### config.mk
export PLATFORM = sky130hd
export DESIGN_NAME = up_timer
export DESIGN_NICKNAME = d
export VERILOG_FILES = /design/src/rtl/up_timer_pkg.sv /design/src/rtl/up_timer_prescaler.sv /design/src/rtl/up_timer.sv
export SDC_FILE = /design/constraint.sdc
export NUM_CORES = 1
export LEC_CHECK = 0
export CELL_PAD_IN_SITES_DETAIL_PLACEMENT = 0
export CELL_PAD_IN_SITES_GLOBAL_PLACEMENT = 1
export CORE_UTILIZATION = 30
export DETAILED_ROUTE_END_ITERATION = 8
export MAX_ROUTING_LAYER = met4
export PLACE_DENSITY_LB_ADDON = 0.08
export SYNTH_ARGS = -nofsm -noshare
export SYNTH_HDL_FRONTEND = slang
export SYNTH_SLANG_ARGS = --single-unit
### constraint.sdc
create_clock -name clk -period 3.4 [get_ports clk]
set_clock_uncertainty 0.15 [all_clocks]
set_input_delay 0.68 -clock clk [delete_from_list [all_inputs] [get_ports clk]]
set_output_delay 0.68 -clock clk [all_outputs]
set_load 0.005 [all_outputs]
### src/rtl/up_timer_pkg.sv
// Shared types and constants for the up_timer block.
package up_timer_pkg;

  typedef enum logic [1:0] {
    IDLE  = 2'd0,
    RUN   = 2'd1,
    PAUSE = 2'd2
  } state_t;

  localparam logic MODE_ONESHOT  = 1'b0;
  localparam logic MODE_PERIODIC = 1'b1;

endpackage

### src/rtl/up_timer_prescaler.sv
// Step divider: tick is high on every (div+1)-th advanced cycle.
// The divide value is captured on clear, together with the phase reset.
module up_timer_prescaler #(
  parameter int W = 4
) (
  input  logic         clk,
  input  logic         reset,
  input  logic         clear,
  input  logic         advance,
  input  logic [W-1:0] div,
  output logic         tick
);

  logic [W-1:0] div_q;
  logic [W-1:0] cnt;

  assign tick = (cnt == div_q);

  always_ff @(posedge clk) begin
    if (reset) begin
      div_q <= '0;
      cnt   <= '0;
    end else if (clear) begin
      div_q <= div;
      cnt   <= '0;
    end else if (advance) begin
      cnt <= tick ? '0 : cnt + 1'b1;
    end
  end

endmodule

### src/rtl/up_timer.sv
// Programmable up-counting timer, one-shot or periodic, with pause/resume.
// Define UP_TIMER_PRESCALE_EN to compile in the step prescaler.
module up_timer
  import up_timer_pkg::*;
#(
  parameter int WIDTH      = 4,
  parameter int PRESCALE_W = 4
) (
  input  logic                  clk,
  input  logic                  reset,
  input  logic                  enable,
  input  logic                  start,
  input  logic                  stop,
  input  logic                  periodic,
  input  logic [WIDTH-1:0]      limit,
  input  logic [PRESCALE_W-1:0] prescale,
  output logic [WIDTH-1:0]      count,
  output logic                  busy,
  output logic                  done
);

  // start/stop are single-cycle requests, acted on at the edge where they are
  // seen high; there is no ready back-pressure. In RUN/PAUSE stop beats start,
  // in IDLE start beats stop.

  state_t           state, state_d;
  logic [WIDTH-1:0] count_d;
  logic [WIDTH-1:0] lim_q, lim_d;
  logic             per_q, per_d;
  logic             done_d;
  logic             tick;
  logic             launch;
  logic             advance;

  assign launch  = (state == IDLE) && start;
  assign advance = (state == RUN) && !stop && enable;

`ifdef UP_TIMER_PRESCALE_EN
  up_timer_prescaler #(
    .W(PRESCALE_W)
  ) u_prescaler (
    .clk     (clk),
    .reset   (reset),
    .clear   (launch),
    .advance (advance),
    .div     (prescale),
    .tick    (tick)
  );
`else
  logic unused_prescale;
  assign unused_prescale = ^prescale;
  assign tick = 1'b1;
`endif

  always_ff @(posedge clk) begin
    if (reset) begin
      state <= IDLE;
      count <= '0;
      lim_q <= '0;
      per_q <= MODE_ONESHOT;
      done  <= 1'b0;
    end else begin
      state <= state_d;
      count <= count_d;
      lim_q <= lim_d;
      per_q <= per_d;
      done  <= done_d;
    end
  end

  always_comb begin
    state_d = state;
    count_d = count;
    lim_d   = lim_q;
    per_d   = per_q;
    done_d  = 1'b0;
    unique case (state)
      IDLE: begin
        if (start) begin
          state_d = RUN;
          count_d = '0;
          lim_d   = limit;
          per_d   = periodic;
        end
      end
      RUN: begin
        if (stop) begin
          state_d = PAUSE;
        end else if (advance && tick) begin
          if (count != lim_q) begin
            count_d = count + 1'b1;
          end else begin
            // Terminal step: one-shot parks at limit, periodic restarts at 0.
            done_d = 1'b1;
            if (per_q == MODE_PERIODIC) begin
              count_d = '0;
            end else begin
              state_d = IDLE;
            end
          end
        end
      end
      PAUSE: begin
        if (stop) begin
          state_d = IDLE;
        end else if (start) begin
          state_d = RUN;
        end
      end
      default: state_d = IDLE;
    endcase
  end

  assign busy = (state != IDLE);

endmodule

=== After elaboration in Yosys (flattened, before gate mapping) ===
Index checks and enable logic that the tools add are counted.

* Multiplexer cells: 14
* $mul: 0
* Shift operators: 0
* Equal/unequal tests: 10
* Bitwise logic cells: 2
* Add/sub/neg operators: 1
* Reduce and logical (&&, ||, !) cells: 10
* $lt $le $gt $ge: 0
* Div/mod/pow operators: 0

{| class="wikitable"
|+ Operator list
! kind !! number
|-
| $mux W4 || 5
|-
| $mux W2 || 6
|-
| $ne A3 B3 Y1 const B || 3
|-
| $pmux W4 S2 || 1
|-
| $ne A2 B2 Y1 const B || 3
|-
| $pmux W2 S3 || 1
|-
| $reduce_and A5 Y1 || 1
|-
| $add A4 B1 Y4 const B || 1
|-
| $ne A4 B4 Y1 || 1
|-
| $reduce_bool A2 Y1 || 2
|-
| $reduce_or A4 Y1 || 1
|-
| $ne A3 B2 Y1 const B || 1
|-
| $reduce_and A3 Y1 || 1
|-
| $eq A2 B1 Y1 const B || 1
|-
| $eq A2 B2 Y1 const B || 1
|-
| $logic_and A1 B1 Y1 || 2
|-
| $logic_not A2 Y1 || 1
|-
| $not A1 Y1 || 2
|-
| $reduce_and A2 Y1 || 1
|-
| $logic_not A1 Y1 || 1
|-
| $mux W1 || 1
|}

* Bits in latches: 0
* Bits of input ports: 14
* Memories kept: 0
* Output and inout port bits: 6
* Bits in read-only memories: 0
* Register bits: 12
* Bits in writable memories: 0
* Word-level logic and storage cells: 42

=== Longest topological paths before layout ===
* Word-level depth: 6
* Gate-level depth with buffers: 5
* Depth with buffers taken out: 5

=== Least setup slack after synthesis ===
Ideal clock, no wire load.

* Path kind: input-to-reg
* From: input port start
* To: register count[3]
* Required time: 3.176 ns
* Data arrival time: 1.651 ns
* Path slack: 1.524 ns
* Stages on the path: 5
* Setup time: 0.074 ns
* Buffers on the path: 1
* Cells stage by stage: or3b_1 buf_4 a2111oi_4 o21ai_1 a31oi_1

* Longest elaborated chain between the ends: 2

{| class="wikitable"
|+ RTL lines
! element !! RTL line !! RTL
|-
| start: declaration || up_timer.sv:12 || <nowiki>input logic start,</nowiki>
|-
| $ne A2 B2 Y1 (no source line) || -- ||
|-
| $reduce_and A5 Y1 (no source line) || -- ||
|-
| end signal: assignment || up_timer.sv:64 || <nowiki>count <= count_d;</nowiki>
|-
| end: declaration || up_timer.sv:17 || <nowiki>output logic [WIDTH-1:0] count,</nowiki>
|}

No other way between the ends.
A chain may end at the register's enable or synchronous reset.

=== Worst setup path after layout ===
Same ends and word-level chain as after synthesis.

==> reports/summary.txt <==
first-pass GRT wire length - 2.55 mm
Lkg Pwr - 0.276 nW
Fin Setup TNS - 0 ns
DRC Markers - 0
max-slew violation count - 0
CTS resizes - 0
Seq/Total Area, Yosys - 0.369
fmax - 0.440 GHz
HPWL after detailed placement - 1.04 mm
PwrDens - 352 nW/um2
Syn-to-layout area delta - 31.2%
Netlist cell types - 33
Num CTS Buffers - 3
Hold Crit Start - lim_q[2]
CP endpoint kind - register
Setup Buffers After CTS - 0
drt via density - 4.97
routing usage on met1 - 0.182
met3 GRT Util - 0.0597
I/O pins - 20
CP bufs+invs - 1
Slowest-stage cell, CP - or3b_1
top cells by count, synth - 12 x dfxtp_1, 12 x nand2_1, 8 x a21oi_1
Routed WL - 1.45 mm
WP data arrival - 2.31 ns
Design Area, Final - 853 um2
pin count of the biggest net entering global routing - 13
clock slew at reported path FFs - 0.07 ns
critical path startpoint - start
synthesis-stage register bit count - 12
Starting Density - 0.325
Final setup viols - 0
Pre-Repair DR Iteration Count - 4
worst hold slack - 0.319 ns
Hold WC Path Type - register to register
Iter 0 DRT Violations - 3
number of fill cells - 222
vias - 582
wire per inst - 12.4 um
Ant. Diodes - 0
initial antenna violation count - 0
Buffers on Ports - 15
FF-to-FF Start - count[3]
status - finished, final reports clean
CP top delay family - compound AO/OA/AOI/OAI gates
Tmin final - 2.27 ns
CTS tree - done
syn_nets - 88
final non-filler cell total - 117
clk_lat worst skew - 0.27 ns
share of cells above drive strength 1 - 0.100
CP peak stage delay - 0.53 ns
crit path cell chain - clkdlybuf4s50_1 -> or3b_1 -> a2111oi_4 -> o21ai_1 -> a31oi_1
Peak VDD IR - 0.203 mV
fin crit share - 0.668
utilization after layout - 0.426
Netlist Area Pre-Place - 651 um2
post-route ant nets - 0
die width - 48.6 um
gr usage total - 0.144
placer's final routability congestion estimate - 0.773
Worst Path Max Fanout - 8
post-synthesis instance total - 73
clk root buf - clkbuf_4
Yosys top cell by area - dfxtp_1
Die Ht - 48.6 um
clock buffer depth - 2
GR peak layer - met2
type of the worst setup path - primary input to register
required time worst endpoint - 3.44 ns
Ys Warns - 0
Syn Area/Cell - 8.91 um2
post-synth top area share - 0.369
top_reg_cell synth - dfxtp_1
nets@finish - 107
CTS H-tree lvls - 1
Num Clock Sinks - 12
Critical Path Source Type - primary input
Core ar. - 2000 um2
vias in the first global route - 577
CTS Hold Bufs - 0
placed cells - 114
grt total ovfl - 0
Post-synth EDFFs - 0
placed inst area - 831 um2
max-capacitance violation count - 0
Final Hold Fails - 0
Async SR Flop Fraction - 0
Area contributors post-synth - dfxtp_1 37%, nand2_1 6.9%, a21oi_1 6.2%
Slew Limit Headroom - 0.632
die area - 2360 um2
worst slew pin tran - 0.544 ns
GRT met2 Usage - 0.216
RSZ-0062 raised after global routing - false
row cnt - 16
==> flip-flops by register name, indices dropped and copies added (netlist names) <==
| register | count |
|---|---|
| count | 4 |
| lim_q | 4 |
| state | 2 |
| done | 1 |
| per_q | 1 |
==> path summary, 6_finish.rpt <==
| check | endpoint | slack (ns) | cells after the start |
|---|---|---|---|
| max | count[3] | 1.13 | 5 |
| min | lim_q[2] | 0.32 | 2 |
| max reg2reg | count[3] | 1.55 | 4 |
| min reg2reg | lim_q[2] | 0.32 | 2 |
==> routing by layer <==
layer,vias to the layer above,part of all wire
met4,0,0.0048
met1,269,0.50
met3,2,0.043
li1,301,-
met2,10,0.45
met5,-,0
==> stage by stage <==
stage | worst slack [ns] | total power [W]
floorplan | 1.52 | 0.000191
global placement | 0.841 | 0.000218
detailed placement | 0.823 | 0.000218
CTS | 1.11 | 0.000305
global route | 1.04 | 0.000319
finish | 1.13 | 0.000300
==> kinds of logic after synthesis <==
kind of cell	after synthesis	synth area share
AOI/OAI and AO/OA	18	0.198
xor gates and xnor gates	4	0.0654
adders and majority gates	1	0.0192
buffers and inverters	4	0.0288
DFF	12	0.369
and+or+nand+nor	34	0.319
==> placed cells by master, fill, tap and decap left out, types with 2 or more instances in the layout <==
cell,Yosys,final
clkdlybuf4s50_1,0,15
nand2_1,12,12
dfxtp_1,12,12
a21oi_1,8,8
xnor2_1,3,3
or4b_1,3,3
nor2_1,3,3
a31oi_1,3,3
clkbuf_4,0,3
nand2b_1,2,2
inv_1,2,2
nor2b_1,2,2
==> layout make-up <==
class	instances	area (um2)	share of cell area
multi-input cells	57	392	0.459
flip-flops and latches	12	240	0.282
repair buffers	16	158	0.185
inverters	2	7.51	0.00880
well taps	27	33.8	0.0396
clock buffers	3	22.5	0.0264
==> power breakdown <==
group          switching (W)  internal [W]  total (W)
clock              0.0000449     0.0000410  0.0000859
combinational      0.0000302     0.0000294  0.0000596
sequential        0.00000761      0.000147   0.000155
==> tightest hold or removal path, cell delays in order (launching register included) <==
cell and delay, ns:
dfxtp_1 0.32, nand2_1 0.05, a21oi_1 0.05
No activity file was read; power rests on OpenSTA's default activity.
